## src/rtl/deadlock_stall_detector.sv

```systemverilog
// deadlock_stall_detector: flags a dataflow region that has stopped making progress
// and latches which instance stalled and for how long.
module deadlock_stall_detector #(
    parameter int N_AXIS      = 2,
    parameter int N_IDLE      = 7,
    parameter int N_BLK       = 4,
    parameter int HOLD_CYCLES = 16,
    parameter int CNT_W       = 16,
    localparam int ID_W       = (N_BLK > 1) ? $clog2(N_BLK) : 1
) (
    input  logic              kernel_monitor_clock,
    input  logic              kernel_monitor_reset,
    input  logic [N_AXIS-1:0] axis_block_sigs,
    input  logic [N_IDLE-1:0] inst_idle_sigs,
    input  logic [N_BLK-1:0]  inst_block_sigs,
    input  logic              block_clear,
    output logic              block,
    output logic              block_rise,
    output logic [N_BLK-1:0]  block_mask,
    output logic [ID_W-1:0]   block_inst_id,
    output logic [CNT_W-1:0]  stall_cycles
);
    typedef enum logic [1:0] {MONITOR, SUSPECT, BLOCKED} state_t;
    state_t            state_q, state_d;
    logic [N_BLK-1:0]  snap_q, snap_d, mask_q, mask_d;
    logic [15:0]       hcnt_q, hcnt_d;
    logic              block_q, block_d, rise_q, rise_d;
    logic [ID_W-1:0]   id_q, id_d, enc;
    logic [CNT_W-1:0]  stall_q, stall_d;
    logic              cond;
    // Blocked-or-idle everywhere, something actually blocked, kernel not fully idle,
    // and no process waiting on the environment.
    assign cond = ~&inst_idle_sigs && &(inst_idle_sigs[N_BLK-1:0] | inst_block_sigs)
                  && |inst_block_sigs && ~|axis_block_sigs;
    always_comb begin
        enc = '0;
        for (int i = N_BLK - 1; i >= 0; i--) if (snap_q[i]) enc = ID_W'(i);
    end
    always_comb begin
        state_d = state_q;
        snap_d  = snap_q;
        hcnt_d  = hcnt_q;
        block_d = block_q;
        rise_d  = 1'b0;
        mask_d  = mask_q;
        id_d    = id_q;
        stall_d = stall_q;
        case (state_q)
            MONITOR: if (cond) begin
                state_d = SUSPECT;
                snap_d  = inst_block_sigs;
                hcnt_d  = 16'd1;
            end
            SUSPECT: if (!cond) begin
                state_d = MONITOR;
                hcnt_d  = '0;
            end else if (inst_block_sigs != snap_q) begin
                snap_d = inst_block_sigs;
                hcnt_d = 16'd1;
            end else if (hcnt_q == 16'(HOLD_CYCLES - 1)) begin
                state_d = BLOCKED;
                block_d = 1'b1;
                rise_d  = 1'b1;
                mask_d  = snap_q;
                id_d    = enc;
                stall_d = '0;
            end else begin
                hcnt_d = hcnt_q + 16'd1;
            end
            BLOCKED: if (block_clear) begin
                state_d = MONITOR;
                block_d = 1'b0;
                mask_d  = '0;
                id_d    = '0;
                stall_d = '0;
                hcnt_d  = '0;
            end else begin
                stall_d = stall_q + CNT_W'(~&stall_q);
            end
            default: state_d = MONITOR;
        endcase
    end
    always_ff @(posedge kernel_monitor_clock) begin
        if (kernel_monitor_reset) begin
            state_q <= MONITOR;
            snap_q  <= '0;
            hcnt_q  <= '0;
            block_q <= 1'b0;
            rise_q  <= 1'b0;
            mask_q  <= '0;
            id_q    <= '0;
            stall_q <= '0;
        end else begin
            state_q <= state_d;
            snap_q  <= snap_d;
            hcnt_q  <= hcnt_d;
            block_q <= block_d;
            rise_q  <= rise_d;
            mask_q  <= mask_d;
            id_q    <= id_d;
            stall_q <= stall_d;
        end
    end
    assign block         = block_q;
    assign block_rise    = rise_q;
    assign block_mask    = mask_q;
    assign block_inst_id = id_q;
    assign stall_cycles  = stall_q;
endmodule

```

## config.mk

```make
export PLATFORM = sky130hd
export DESIGN_NAME = deadlock_stall_detector
export DESIGN_NICKNAME = d
export VERILOG_FILES = /design/src/rtl/deadlock_stall_detector.sv
export SDC_FILE = /design/constraint.sdc
export NUM_CORES = 1
export LEC_CHECK = 0
export BUFFER_PORTS_ARGS = -buffer_cell sky130_fd_sc_hd__buf_2
export CAP_MARGIN = 20
export CORE_MARGIN = 3
export CORE_UTILIZATION = 61
export DETAILED_ROUTE_END_ITERATION = 6
export PLACE_DENSITY = 0.89
export SYNTH_ARGS = -nofsm -noshare
export SYNTH_HDL_FRONTEND = slang
export SYNTH_SLANG_ARGS = --single-unit
```

## constraint.sdc

```tcl
create_clock -name kernel_monitor_clock -period 3.92 [get_ports kernel_monitor_clock]
set_clock_uncertainty 0.05 [all_clocks]
set_input_delay 0.784 -clock kernel_monitor_clock [delete_from_list [all_inputs] [get_ports kernel_monitor_clock]]
set_output_delay 0.784 -clock kernel_monitor_clock [all_outputs]
set_load 0.01 [all_outputs]
```

==> impl_results.rst, run 1 <==
.. list-table::
   :header-rows: 1

   * - Metric
     - Value
   * - Multiplexer share of the synthesized area
     - 3.17%
   * - Unique masters post-synth
     - 46
   * - Total power divided by cell area
     - about 350 nW/um2
   * - Count of clock tree sinks
     - 46
   * - Arrival time reported for the critical path endpoint
     - roughly 3.1 ns
   * - # IOs
     - 40
   * - HPWL after detailed placement
     - between 4 and 5 mm
   * - Family of cells with the greatest summed delay on the critical path
     - simple AND/OR/NAND/NOR gates
   * - Req. time, crit path
     - about 4 ns
   * - Largest net degree at the start of global routing
     - 40
   * - Number of maximum-capacitance violations
     - 0
   * - Type of the worst setup path
     - flip-flop to flip-flop
   * - Row count
     - 22
   * - Share of the yosys chip area belonging to registers
     - a little over a third
   * - Timing-limited maximum frequency
     - around 0.34 GHz
   * - Floorplan die width
     - 70.4 um
   * - Actual transition at the worst max-transition pin
     - a little over 0.7 ns
   * - Vias in the first global route
     - approximately 2200
   * - Compound-Gate Fraction of Synth Area
     - ~21%
   * - Via total after detailed routing
     - between 2000 and 3000
   * - Async SR Flop Fraction
     - 0%
   * - Setup violation total in the final timing report
     - 0
   * - Number of instances in the synthesized netlist
     - just over 300
   * - Tightest slew margin relative to the limit
     - 52.0%
   * - Worst-case clock buffer depth
     - 2
   * - Most prevalent standard cell on the critical path
     - sky130_fd_sc_hd__and3_1
   * - Number of iterations in the first detailed-routing pass
     - 5
   * - Fin Setup TNS
     - 0 ns
   * - Initial standard-cell utilization of the core
     - between 60 and 70%
   * - Series of cell instances along the critical path
     - and3_1 -> and3_1 -> and2_1 -> nand4_1 -> ha_1 -> inv_1 -> nor3_1 -> nand2_1 -> or4_1 -> a21oi_1
   * - Die Area
     - ~5000 um2
   * - Antenna Violating Nets Remaining
     - 0
   * - Result of the run
     - finished, final reports clean
   * - Portion of the clock cycle consumed by the worst path in the final layout
     - 74.4%
   * - Critical path fanouts, max
     - 6
   * - Hold_buf cts
     - 0
   * - Final Hold Viols
     - 0
   * - Violation count after the first detailed-route iteration
     - about 160
   * - Worst setup EP type
     - flip-flop
   * - Post-Synth XOR/XNOR Area
     - 1.38%
   * - Combinational family with the most area after synthesis
     - simple AND/OR/NAND/NOR gates
   * - Inserted Clock Buffers
     - 5
   * - Overall die height
     - just over 70 um
   * - Global-route wire length before repair
     - around 11 mm
   * - Clock input transition at the sequential cells of the worst setup and hold paths
     - 0.09 ns
   * - Share of layout cells above drive strength 1
     - around 18%
   * - Top post-synthesis cells by area
     - sky130_fd_sc_hd__dfxtp_1 (36%), sky130_fd_sc_hd__a21oi_1 (5.5%), sky130_fd_sc_hd__o21ai_0 (4.0%), sky130_fd_sc_hd__ha_1 (3.5%), sky130_fd_sc_hd__nor2_1 (3.3%)
   * - TritonCTS clock tree
     - done
   * - Class of the tightest hold or removal check
     - flip-flop to flip-flop
   * - Synthesis-to-layout area growth
     - 14.5%
   * - Average footprint of a synthesized cell
     - between 8 and 9 um2
   * - Finished Core Util
     - between 70% and 80%
   * - Routed wire per std cell
     - approximately 16 um
   * - Adder-cell share of the synthesized area
     - between 3 and 4%
   * - Final slew viol count
     - 0
   * - Number of synthesized flops with an enable pin
     - 0
   * - Largest vdd supply drop
     - roughly 260 uV
   * - Synthesized area
     - approximately 2500 um2
   * - Library cell occupying the most area in the post-synthesis netlist
     - sky130_fd_sc_hd__dfxtp_1
   * - RePlAce Congestion
     - roughly 0.97
   * - Quantity of I/O buffers inserted on ports
     - 39
   * - Unrepaired setup endpoints after global routing
     - false
   * - WL final
     - between 6 and 7 mm
   * - Synth Area in Simple Gates
     - a little under a third
   * - Worst-path cell with the longest stage delay
     - sky130_fd_sc_hd__nor3_1
   * - Post-synth top area share
     - 36.4%
   * - Number of antenna diodes
     - 0
   * - Critical Path Source Type
     - flip-flop
   * - Sequential cell area
     - slightly above 900 um2
   * - Count of state elements after synthesis
     - between 40 and 50
   * - Residual overflow from global routing
     - 0
   * - Initial antenna violation count
     - 0
   * - Area used by multi-input combinational logic
     - ~1500 um2
   * - Final net count
     - approximately 360
   * - Latest clock arrival within the worst-skew pair
     - between 0.3 and 0.4 ns
   * - Net Count, Synth
     - roughly 330
   * - Core region area
     - roughly 3800 um2
   * - Total power
     - 1.02 mW
   * - Static leakage power
     - 1.10 nW
   * - Warnings from Yosys
     - 0
   * - Flip-flop cell with the highest count after synthesis
     - sky130_fd_sc_hd__dfxtp_1
   * - Number of setup buffers added after CTS
     - 0
   * - Average vias per placed instance
     - about 6.7
   * - Delay contributed by the slowest stage of the critical path
     - between 0.5 and 0.6 ns
   * - Final period demand of the worst path
     - between 2 and 3 ns
   * - Buffers and inverters on the worst path
     - 1
   * - Number of gates resized after cts
     - 0
   * - Maximum level of the CTS H-tree
     - 2
   * - Remaining DRCs
     - 0
   * - Count of filler cells inserted in the layout
     - ~280
   * - All-Layer GR Usage
     - 25.8%
   * - Clock Root Buffer
     - sky130_fd_sc_hd__clkbuf_8
[registers in the layout, indices dropped and copies added (netlist names)]
signal         cells
block              1
block_inst_id      2
block_mask         4
block_rise         1
hcnt_q            16
snap_q             4
stall_cycles      16
state_q            2
[layout make-up]
class / count / area share (%)
Multi-Input combinational cell: 238 / 52.5
Clock inverter: 2 / 2.07
Timing Repair Buffer: 43 / 7.78
Clock buffer: 6 / 2.85
Inverter: 7 / 0.907
Sequential cell: 46 / 31.8
Tap cell: 48 / 2.07
[cell usage after synthesis, types with 3 or more instances]
cell,count
sky130_fd_sc_hd__a21o_1,5
sky130_fd_sc_hd__and3_1,7
sky130_fd_sc_hd__and4_1,3
sky130_fd_sc_hd__dfxtp_1,46
sky130_fd_sc_hd__a21oi_1,28
sky130_fd_sc_hd__nor4_1,9
sky130_fd_sc_hd__nand2_1,20
sky130_fd_sc_hd__nand4b_1,3
sky130_fd_sc_hd__nor2_1,22
sky130_fd_sc_hd__nor3_1,13
sky130_fd_sc_hd__a22o_1,5
sky130_fd_sc_hd__nand3_1,14
sky130_fd_sc_hd__a31oi_1,3
sky130_fd_sc_hd__a32o_1,6
sky130_fd_sc_hd__and2_1,6
sky130_fd_sc_hd__nor2b_1,4
sky130_fd_sc_hd__buf_2,4
sky130_fd_sc_hd__mux2i_1,8
sky130_fd_sc_hd__ha_1,7
sky130_fd_sc_hd__xor2_1,4
sky130_fd_sc_hd__nand4_1,10
sky130_fd_sc_hd__or4_1,10
sky130_fd_sc_hd__nor3b_1,3
sky130_fd_sc_hd__o21ai_0,20
sky130_fd_sc_hd__clkbuf_1,11
sky130_fd_sc_hd__inv_1,7
[report_power, final]
| group | switching [mW] | leakage [nW] | internal, mW | total, mW |
|---|---|---|---|---|
| clock | 0.168 | 0.0714 | 0.272 | 0.440 |
| combinational | 0.0622 | 0.659 | 0.0378 | 0.100 |
| sequential | 0.00578 | 0.371 | 0.472 | 0.478 |
| total | 0.236 | 1.10 | 0.781 | 1.02 |
[worst reg2reg max path, cell delays in order (launching register included)]
cell                      delay, ns
sky130_fd_sc_hd__dfxtp_1       0.36
sky130_fd_sc_hd__and3_1        0.23
sky130_fd_sc_hd__and3_1        0.22
sky130_fd_sc_hd__and2_1        0.19
sky130_fd_sc_hd__nand4_1       0.15
sky130_fd_sc_hd__ha_1          0.30
sky130_fd_sc_hd__inv_1         0.13
sky130_fd_sc_hd__nor3_1        0.55
sky130_fd_sc_hd__nand2_1       0.11
sky130_fd_sc_hd__or4_1         0.42
sky130_fd_sc_hd__a21oi_1       0.15
[kinds of logic after synthesis]
logic type      count (synthesis)
flops                          46
xor+xnor                        4
simple gates                  135
buf+inv                        22
compound gates                 84
fa+ha+maj                       7
mux                             8
[stage by stage]
stage	setup slack (ns)	cell area (um2)	hold WS, ns	cells
after global routing	0.776	2900	0.434	390
after floorplan	1.14	2530	0.399	306
final	1.00	2900	0.421	390
after detailed placement	0.733	2750	0.397	381
after CTS	1.05	2890	0.419	389
after global placement	0.816	2750	0.386	381
[routing by layer]
layer | track usage [%] | share of wire [%]
met1 | 35.6 | 45
met2 | 39.5 | 45
met3 | 5.76 | 7.9
met4 | 8.72 | 1.6
met5 | 0 | 0
[cells in the final DEF, fill, tap and decap left out, types with 3 or more instances in the layout]
cell	n
sky130_fd_sc_hd__and2_1	6
sky130_fd_sc_hd__clkbuf_8	6
sky130_fd_sc_hd__and4_1	3
sky130_fd_sc_hd__and3_1	7
sky130_fd_sc_hd__a31oi_1	3
sky130_fd_sc_hd__inv_1	7
sky130_fd_sc_hd__nor2b_1	4
sky130_fd_sc_hd__nand4_1	10
sky130_fd_sc_hd__a21oi_1	28
sky130_fd_sc_hd__mux2i_1	8
sky130_fd_sc_hd__nor4_1	9
sky130_fd_sc_hd__a21o_1	5
sky130_fd_sc_hd__buf_4	4
sky130_fd_sc_hd__nand4b_1	3
sky130_fd_sc_hd__dfxtp_1	46
sky130_fd_sc_hd__nor3b_1	3
sky130_fd_sc_hd__nand3_1	14
sky130_fd_sc_hd__buf_2	39
sky130_fd_sc_hd__ha_1	7
sky130_fd_sc_hd__or4_1	10
sky130_fd_sc_hd__nor3_1	13
sky130_fd_sc_hd__nor2_1	22
sky130_fd_sc_hd__a32o_1	6
sky130_fd_sc_hd__a22o_1	5
sky130_fd_sc_hd__o21ai_0	20
sky130_fd_sc_hd__nand2_1	20
sky130_fd_sc_hd__xor2_1	4
[final timing paths]
check                    from                to  slack (ns)  cells past startpoint
max          stall_cycles[10]  stall_cycles[10]        1.00                     10
min reg2reg             block             block        0.42                      1
max reg2reg  stall_cycles[10]  stall_cycles[10]        1.00                     10
min                     block             block        0.42                      1
(Power assumes the default switching activity.)
==> run 2: changes to the inputs <==
- CORE_UTILIZATION: 61 -> 56
- PLACE_DENSITY: 0.89 -> 0.83
- clock period: 3.92 -> 2.9 ns (I/O delays scaled with it)
==> run 2 against run 1 <==
Combinational power rose by 53%. Via count rose by 0.27%. First-iteration DRC count rose by 45%. Critical path depth rose by 1. Flip-flop and latch count did not move. Die area rose by 8.2%. Power rose by 35%. Critical endpoint is now stall_cycles[12]. Largest cell class unchanged.
==> impl_results.rst, run 2 (synthesis gave the netlist of run 1 again) <==
.. list-table::
   :header-rows: 1

   * - Metric
     - Value
   * - Result of the run
     - finished, final reports clean
   * - Initial standard-cell utilization of the core
     - 60.6% (-5.5 points)
   * - Total placed cells including tap cells
     - 395 (+3.7%)
   * - Critical Path Source Type
     - flip-flop
   * - Row count
     - 23 (+4.5%)
   * - Final net count
     - 376 (+3.3%)
   * - Count of clock tree sinks
     - 46 (unchanged)
   * - Routed wire per std cell
     - 16.6 um (+2.4%)
   * - Portion of the clock cycle consumed by the worst path in the final layout
     - 93.0% (+19 points)
   * - Static leakage power
     - 1.15 nW (+4.7%)
   * - Quantity of I/O buffers inserted on ports
     - 39 (unchanged)
   * - TritonCTS clock tree
     - done
   * - Area used by multi-input combinational logic
     - 1520 um2 (about the same)
   * - Worst-case clock buffer depth
     - 2 (unchanged)
   * - Timing-limited maximum frequency
     - 0.371 GHz (+8.1%)
   * - Post-route design area
     - 2990 um2 (+3.1%)
   * - Global-route wire length before repair
     - 10.8 mm (+2.9%)
   * - RePlAce Congestion
     - 0.896 (-7.5%)
   * - Total power divided by cell area
     - 460 nW/um2 (+31%)
   * - # IOs
     - 40 (unchanged)
   * - Final slew viol count
     - 0 (unchanged)
   * - Sequential cell area
     - 921 um2 (unchanged)
   * - WL final
     - 6.71 mm (+6.1%)
   * - Beginning of the worst register-to-register path
     - stall_cycles[10]
   * - Start point of the critical path
     - stall_cycles[10]
   * - Violation count after the first detailed-route iteration
     - 237 (+45%)
   * - Worst reg-to-reg setup slack
     - 0.20 ns (-0.80 ns)
   * - Combinational fraction of design power
     - 11.2% (+1.4 points)
   * - Capture instance of the worst register-to-register path
     - stall_cycles[12]
   * - Antenna Violating Nets Remaining
     - 0 (unchanged)
   * - HPWL after detailed placement
     - 4.62 mm (+5.1%)
   * - All-Layer GR Usage
     - 25.5% (-0.29 points)
   * - Remaining DRCs
     - 0 (unchanged)
   * - Die Area
     - 5360 um2 (+8.2%)
   * - Maximum level of the CTS H-tree
     - 2 (unchanged)
   * - Logic depth of the worst register-to-register path
     - 11 (+1)
   * - Clock input transition at the sequential cells of the worst setup and hold paths
     - 0.09 ns (about the same)
   * - Latest clock arrival within the worst-skew pair
     - 0.31 ns (about the same)
   * - Number of maximum-capacitance violations
     - 0 (unchanged)
   * - Cell internal power dissipation
     - 1.05 mW (+34%)
   * - Count of filler cells inserted in the layout
     - 317 (+12%)
   * - Synthesis-to-layout area growth
     - 18.0%
   * - Floorplan die width
     - 73.2 um (+4.0%)
   * - Crit path capture
     - stall_cycles[12]
   * - Setup violation total in the final timing report
     - 0 (unchanged)
   * - Tightest slew margin relative to the limit
     - 51.2% (-0.74 points)
   * - Actual transition at the worst max-transition pin
     - 0.730 ns (+0.00959 ns)
   * - Number of setup buffers added after CTS
     - 0 (unchanged)
   * - Final Hold Viols
     - 0 (unchanged)
   * - Initial antenna violation count
     - 0 (unchanged)
   * - Critical path fanouts, max
     - 6 (unchanged)
   * - Sequential Power Share
     - 47.0% (about the same)
   * - Req. time, crit path
     - 3.09 ns (-1.02 ns)
   * - Number of cells on the worst hold path
     - 1 (unchanged)
   * - DP Area
     - 2840 um2 (+3.4%)
   * - Switching power share of the total
     - 23.8% (+0.61 points)
   * - Clock Root Buffer
     - sky130_fd_sc_hd__clkbuf_8
   * - Clock share of power
     - 41.8% (-1.4 points)
   * - Number of iterations in the first detailed-routing pass
     - 5 (unchanged)
   * - Vias in the first global route
     - 2353 (+5.7%)
   * - Net switching component of the power
     - 0.327 mW (+39%)
   * - Number of standard cells in the layout, taps in and fillers out
     - 404 (+3.6%)
   * - Final period demand of the worst path
     - 2.70 ns (-0.218 ns)
   * - Number of antenna diodes
     - 0 (unchanged)
   * - Overall die height
     - 73.2 um (+4.0%)
   * - Type of the worst setup path
     - flip-flop to flip-flop
   * - Core region area
     - 4170 um2 (+9.1%)
   * - Inserted Clock Buffers
     - 5 (unchanged)
   * - Class of the tightest hold or removal check
     - flip-flop to flip-flop
   * - Worst setup EP type
     - flip-flop
   * - Residual overflow from global routing
     - 0 (unchanged)
   * - Arrival time reported for the critical path endpoint
     - 2.89 ns (-0.22 ns)
   * - Average vias per placed instance
     - 6.47 (-3.2%)
   * - Share of layout cells above drive strength 1
     - 20.6% (+3.1 points)
   * - Via total after detailed routing
     - 2612 (+0.27%)
   * - Highest-count cells in the layout ignoring fill and taps
     - sky130_fd_sc_hd__dfxtp_1 (46), sky130_fd_sc_hd__buf_2 (39), sky130_fd_sc_hd__a21oi_1 (28)
   * - Largest net degree at the start of global routing
     - 39 (-2.5%)
   * - Unrepaired setup endpoints after global routing
     - false
   * - Most common cell after layout, fill and taps aside
     - sky130_fd_sc_hd__dfxtp_1
   * - Largest vdd supply drop
     - 329 uV (+28%)
## run 2: changes by cell type in the layout (fill, tap and decap cells not counted), sizes merged
cell,change
buf,+12
clkbuf,-1
clkinv,+1
## run 2: cell type report
| cell class | instances | share of cell area (%) |
|---|---|---|
| clock buffer | 5 | 2.31 |
| clock inverter | 3 | 2.31 |
| inverter | 7 | 0.880 |
| multi-input combinational | 238 | 51.0 |
| sequential | 46 | 30.8 |
| tap | 50 | 2.10 |
| timing repair buffer | 55 | 10.6 |
## run 2: how the worst min path moves through the flow
| stage | from | to | slack (ns) |
|---|---|---|---|
| 2_1_floorplan | hcnt_q[1] | hcnt_q[1] | 0.40 |
| 3_3_place_gp | block | block | 0.38 |
| 3_5_place_dp | block | block | 0.40 |
| 4_1_cts | block | block | 0.42 |
| 5_1_grt | block | block | 0.44 |
| 6_report | block | block | 0.42 |
## run 2: repair_timing
item	CTS	global route
endpoints found under the setup margin	0	1
gates resized for setup	0	1
hold endpoints to repair	0	0
hold buffers	0	0
## run 2: per-layer routing
metal / vias to the layer above / global-route usage [%] / part of all wire, %
met5: - / 0 / 0
met4: 0 / 9.84 / 2.1
met3: 15 / 5.65 / 7.3
met2: 134 / 41.1 / 47
met1: 1204 / 33.1 / 44
li1: 1259 / - / -
## run 2: stage by stage
step	utilization, %	power [mW]	hold slack [ns]	setup WS, ns	TNS (ns)
floorplan	-	0.753	0.399	0.319	0
global placement	68.0	0.804	0.380	0.0171	0
detailed placement	68.0	0.809	0.398	-0.0890	-0.519
CTS	71.3	1.37	0.418	0.201	0
global route	71.5	1.43	0.438	0.0430	0
finish	71.5	1.37	0.416	0.202	0
## run 2: worst max-delay path, stage by stage (launching register included)
cell                      delay (ns)
sky130_fd_sc_hd__dfxtp_1        0.36
sky130_fd_sc_hd__and3_1         0.23
sky130_fd_sc_hd__and3_1         0.22
sky130_fd_sc_hd__and2_1         0.19
sky130_fd_sc_hd__nand4_1        0.13
sky130_fd_sc_hd__ha_1           0.29
sky130_fd_sc_hd__inv_1          0.14
sky130_fd_sc_hd__nor3_1         0.22
sky130_fd_sc_hd__buf_4          0.17
sky130_fd_sc_hd__nand2_1        0.05
sky130_fd_sc_hd__or4_1          0.41
sky130_fd_sc_hd__a21oi_1        0.18
## run 2: power by group through the flow
stage          clock [mW]  sequential, mW  combinational, mW
6_report            0.574           0.646              0.153
5_1_grt             0.610           0.647              0.169
2_1_floorplan           0           0.658             0.0949
3_3_place_gp            0           0.660              0.144
3_5_place_dp            0           0.660              0.149
4_1_cts             0.578           0.646              0.151
==> run 3: changes to the inputs <==
- CORE_UTILIZATION: 56 -> 51
- PLACE_DENSITY: 0.83 -> 0.8
- clock period: 2.9 -> 2.4 ns (I/O delays scaled with it)
==> run 3 against run 2 <==
Worst setup slack got worse by 0.18 ns. Die area grew 9.0%. Combinational power rose by 42%. Flip-flop and latch count did not move. Clock-buffer cell count unchanged. First-iteration DRC count decreased by 32%. Largest power group unchanged.
==> impl_results.rst, run 3 (synthesis gave the netlist of run 1 again) <==
.. list-table::
   :header-rows: 1

   * - Metric
     - Value
   * - Worst-case clock buffer depth
     - 2 (unchanged)
   * - Die Area
     - 5840 um2 (+9.0%)
   * - Number of maximum-capacitance violations
     - 0 (unchanged)
   * - Latest clock arrival within the worst-skew pair
     - 0.31 ns (about the same)
   * - Largest net degree at the start of global routing
     - 17 (-56%)
   * - Inserted Clock Buffers
     - 5 (unchanged)
   * - Violation count after the first detailed-route iteration
     - 162 (-32%)
   * - Timing-limited maximum frequency
     - 0.420 GHz (+13%)
   * - Row count
     - 24 (+4.3%)
   * - Remaining DRCs
     - 0 (unchanged)
   * - Final slew viol count
     - 0 (unchanged)
   * - Arrival time reported for the critical path endpoint
     - 2.56 ns (-0.33 ns)
   * - RePlAce Congestion
     - 0.843 (-5.9%)
   * - Final Hold Viols
     - 0 (unchanged)
   * - Overall die height
     - 76.4 um (+4.4%)
   * - Synthesis-to-layout area growth
     - 31.6%
   * - Routed wire per std cell
     - 15.6 um (-5.9%)
   * - Initial standard-cell utilization of the core
     - 55.4% (-5.2 points)
   * - Start point of the critical path
     - hcnt_q[0]
   * - Share of layout cells above drive strength 1
     - 30.6% (+10 points)
   * - Class of the tightest hold or removal check
     - flip-flop to flip-flop
   * - Req. time, crit path
     - 2.58 ns (-0.51 ns)
   * - Beginning of the worst register-to-register path
     - hcnt_q[0]
   * - Most common cell after layout, fill and taps aside
     - sky130_fd_sc_hd__buf_4
   * - Global-route wire length before repair
     - 12.2 mm (+13%)
   * - Hold_buf cts
     - 0 (unchanged)
   * - Critical path fanouts, max
     - 8 (+2)
   * - Clock Root Buffer
     - sky130_fd_sc_hd__clkbuf_8
   * - Final period demand of the worst path
     - 2.38 ns (-0.318 ns)
   * - Tightest slew margin relative to the limit
     - 66.5% (+15 points)
   * - Result of the run
     - finished, final reports clean
   * - HPWL after detailed placement
     - 5.23 mm (+13%)
   * - # IOs
     - 40 (unchanged)
   * - Place WS
     - -0.214 ns (-0.125 ns)
   * - Highest-count cells in the layout ignoring fill and taps
     - sky130_fd_sc_hd__buf_4 (50), sky130_fd_sc_hd__dfxtp_1 (44), sky130_fd_sc_hd__buf_2 (39)
   * - Vias in the first global route
     - 2643 (+12%)
   * - Number of iterations in the first detailed-routing pass
     - 5 (unchanged)
   * - Worst setup EP type
     - flip-flop
   * - Final net count
     - 411 (+9.3%)
   * - Count of filler cells inserted in the layout
     - 369 (+16%)
   * - Core region area
     - 4560 um2 (+9.4%)
   * - Portion of the clock cycle consumed by the worst path in the final layout
     - 99.2% (+6.2 points)
   * - Fin Setup TNS
     - 0 ns (unchanged)
   * - Via total after detailed routing
     - 2737 (+4.8%)
   * - Critical Path Source Type
     - flip-flop
   * - Floorplan die width
     - 76.4 um (+4.4%)
   * - Total power divided by cell area
     - 511 nW/um2 (+11%)
   * - Final setup margin
     - 0.0192 ns (-0.182 ns)
   * - Residual overflow from global routing
     - 0 (unchanged)
   * - Static leakage power
     - 1.35 nW (+17%)
   * - Capture instance of the worst register-to-register path
     - hcnt_q[11]
   * - TritonCTS clock tree
     - done
   * - Worst reg-to-reg setup slack
     - 0.02 ns (-0.18 ns)
   * - WL final
     - 7.09 mm (+5.7%)
   * - Worst Hold Slack
     - 0.408 ns (-0.00805 ns)
   * - Average vias per placed instance
     - 6.03 (-6.8%)
   * - Clock input transition at the sequential cells of the worst setup and hold paths
     - 0.09 ns (about the same)
   * - Quantity of I/O buffers inserted on ports
     - 39 (unchanged)
   * - Maximum level of the CTS H-tree
     - 2 (unchanged)
   * - All-Layer GR Usage
     - 25.0% (-0.46 points)
   * - Number of antenna diodes
     - 0 (unchanged)
   * - Setup violation total in the final timing report
     - 0 (unchanged)
   * - Initial antenna violation count
     - 0 (unchanged)
   * - Logic depth of the worst register-to-register path
     - 8 (-3)
   * - Unrepaired setup endpoints after global routing
     - true
   * - Largest vdd supply drop
     - 474 uV (+44%)
   * - Type of the worst setup path
     - flip-flop to flip-flop
   * - Antenna Violating Nets Remaining
     - 0 (unchanged)
   * - Finished Core Util
     - 72.9% (+1.4 points)
   * - Actual transition at the worst max-transition pin
     - 0.499 ns (-0.231 ns)
   * - Crit path capture
     - hcnt_q[11]
   * - Count of clock tree sinks
     - 46 (unchanged)
[run 3: final cells by class]
cell class / instances / area (um2) / area share (%)
clock buffer: 5 / 68.8 / 2.07
clock inverter: 3 / 68.8 / 2.07
inverter: 7 / 26.3 / 0.789
multi-input combinational: 238 / 1580 / 47.4
sequential: 46 / 923 / 27.7
tap: 65 / 81.3 / 2.44
timing repair buffer: 90 / 582 / 17.5
[run 3: how the worst min path moves through the flow]
stage | from | endpoint | slack [ns] | cells after the start
2_1_floorplan | hcnt_q[1] | hcnt_q[1] | 0.40 | 2
3_3_place_gp | block | block | 0.38 | 1
3_5_place_dp | block | block | 0.39 | 1
4_1_cts | block | block | 0.41 | 1
5_1_grt | block | block | 0.45 | 1
6_report | block | block | 0.41 | 1
[run 3: through the flow]
stage	area, um2	power (mW)	cells
2_1_floorplan	2540	0.913	306
3_3_place_gp	3130	0.997	445
3_5_place_dp	3130	1.01	445
4_1_cts	3280	1.70	453
5_1_grt	3330	1.76	454
6_report	3330	1.70	454
[run 3: worst max-delay path, stage by stage (launching register included)]
cell and delay (ns):
sky130_fd_sc_hd__dfxtp_2 0.35, sky130_fd_sc_hd__ha_2 0.20, sky130_fd_sc_hd__and3_4 0.18, sky130_fd_sc_hd__and4_1 0.16
sky130_fd_sc_hd__and2_1 0.17, sky130_fd_sc_hd__buf_6 0.14, sky130_fd_sc_hd__a211o_1 0.35, sky130_fd_sc_hd__or4_1 0.52
sky130_fd_sc_hd__o22ai_1 0.19
[run 3: report_power, final]
part	switching (mW)	internal, mW	leakage [nW]
Sequential	0.00934	0.771	0.372
Combinational	0.115	0.103	0.907
Clock	0.285	0.417	0.0683
[run 3: layer usage]
metal,up-vias,routed length (um),track usage [%]
met2,100,3520,42.0
met1,1285,3010,31.4
met4,0,134,9.96
met3,16,438,4.96
li1,1336,-,-
met5,-,0,0
[run 3: what timing repair did]
item                                    4_1_cts  5_1_grt
pin swaps                                     0        6
setup buffers                                 0        1
resized for setup                             1       12
gates cloned                                  0        0
endpoints found under the setup margin        6       16
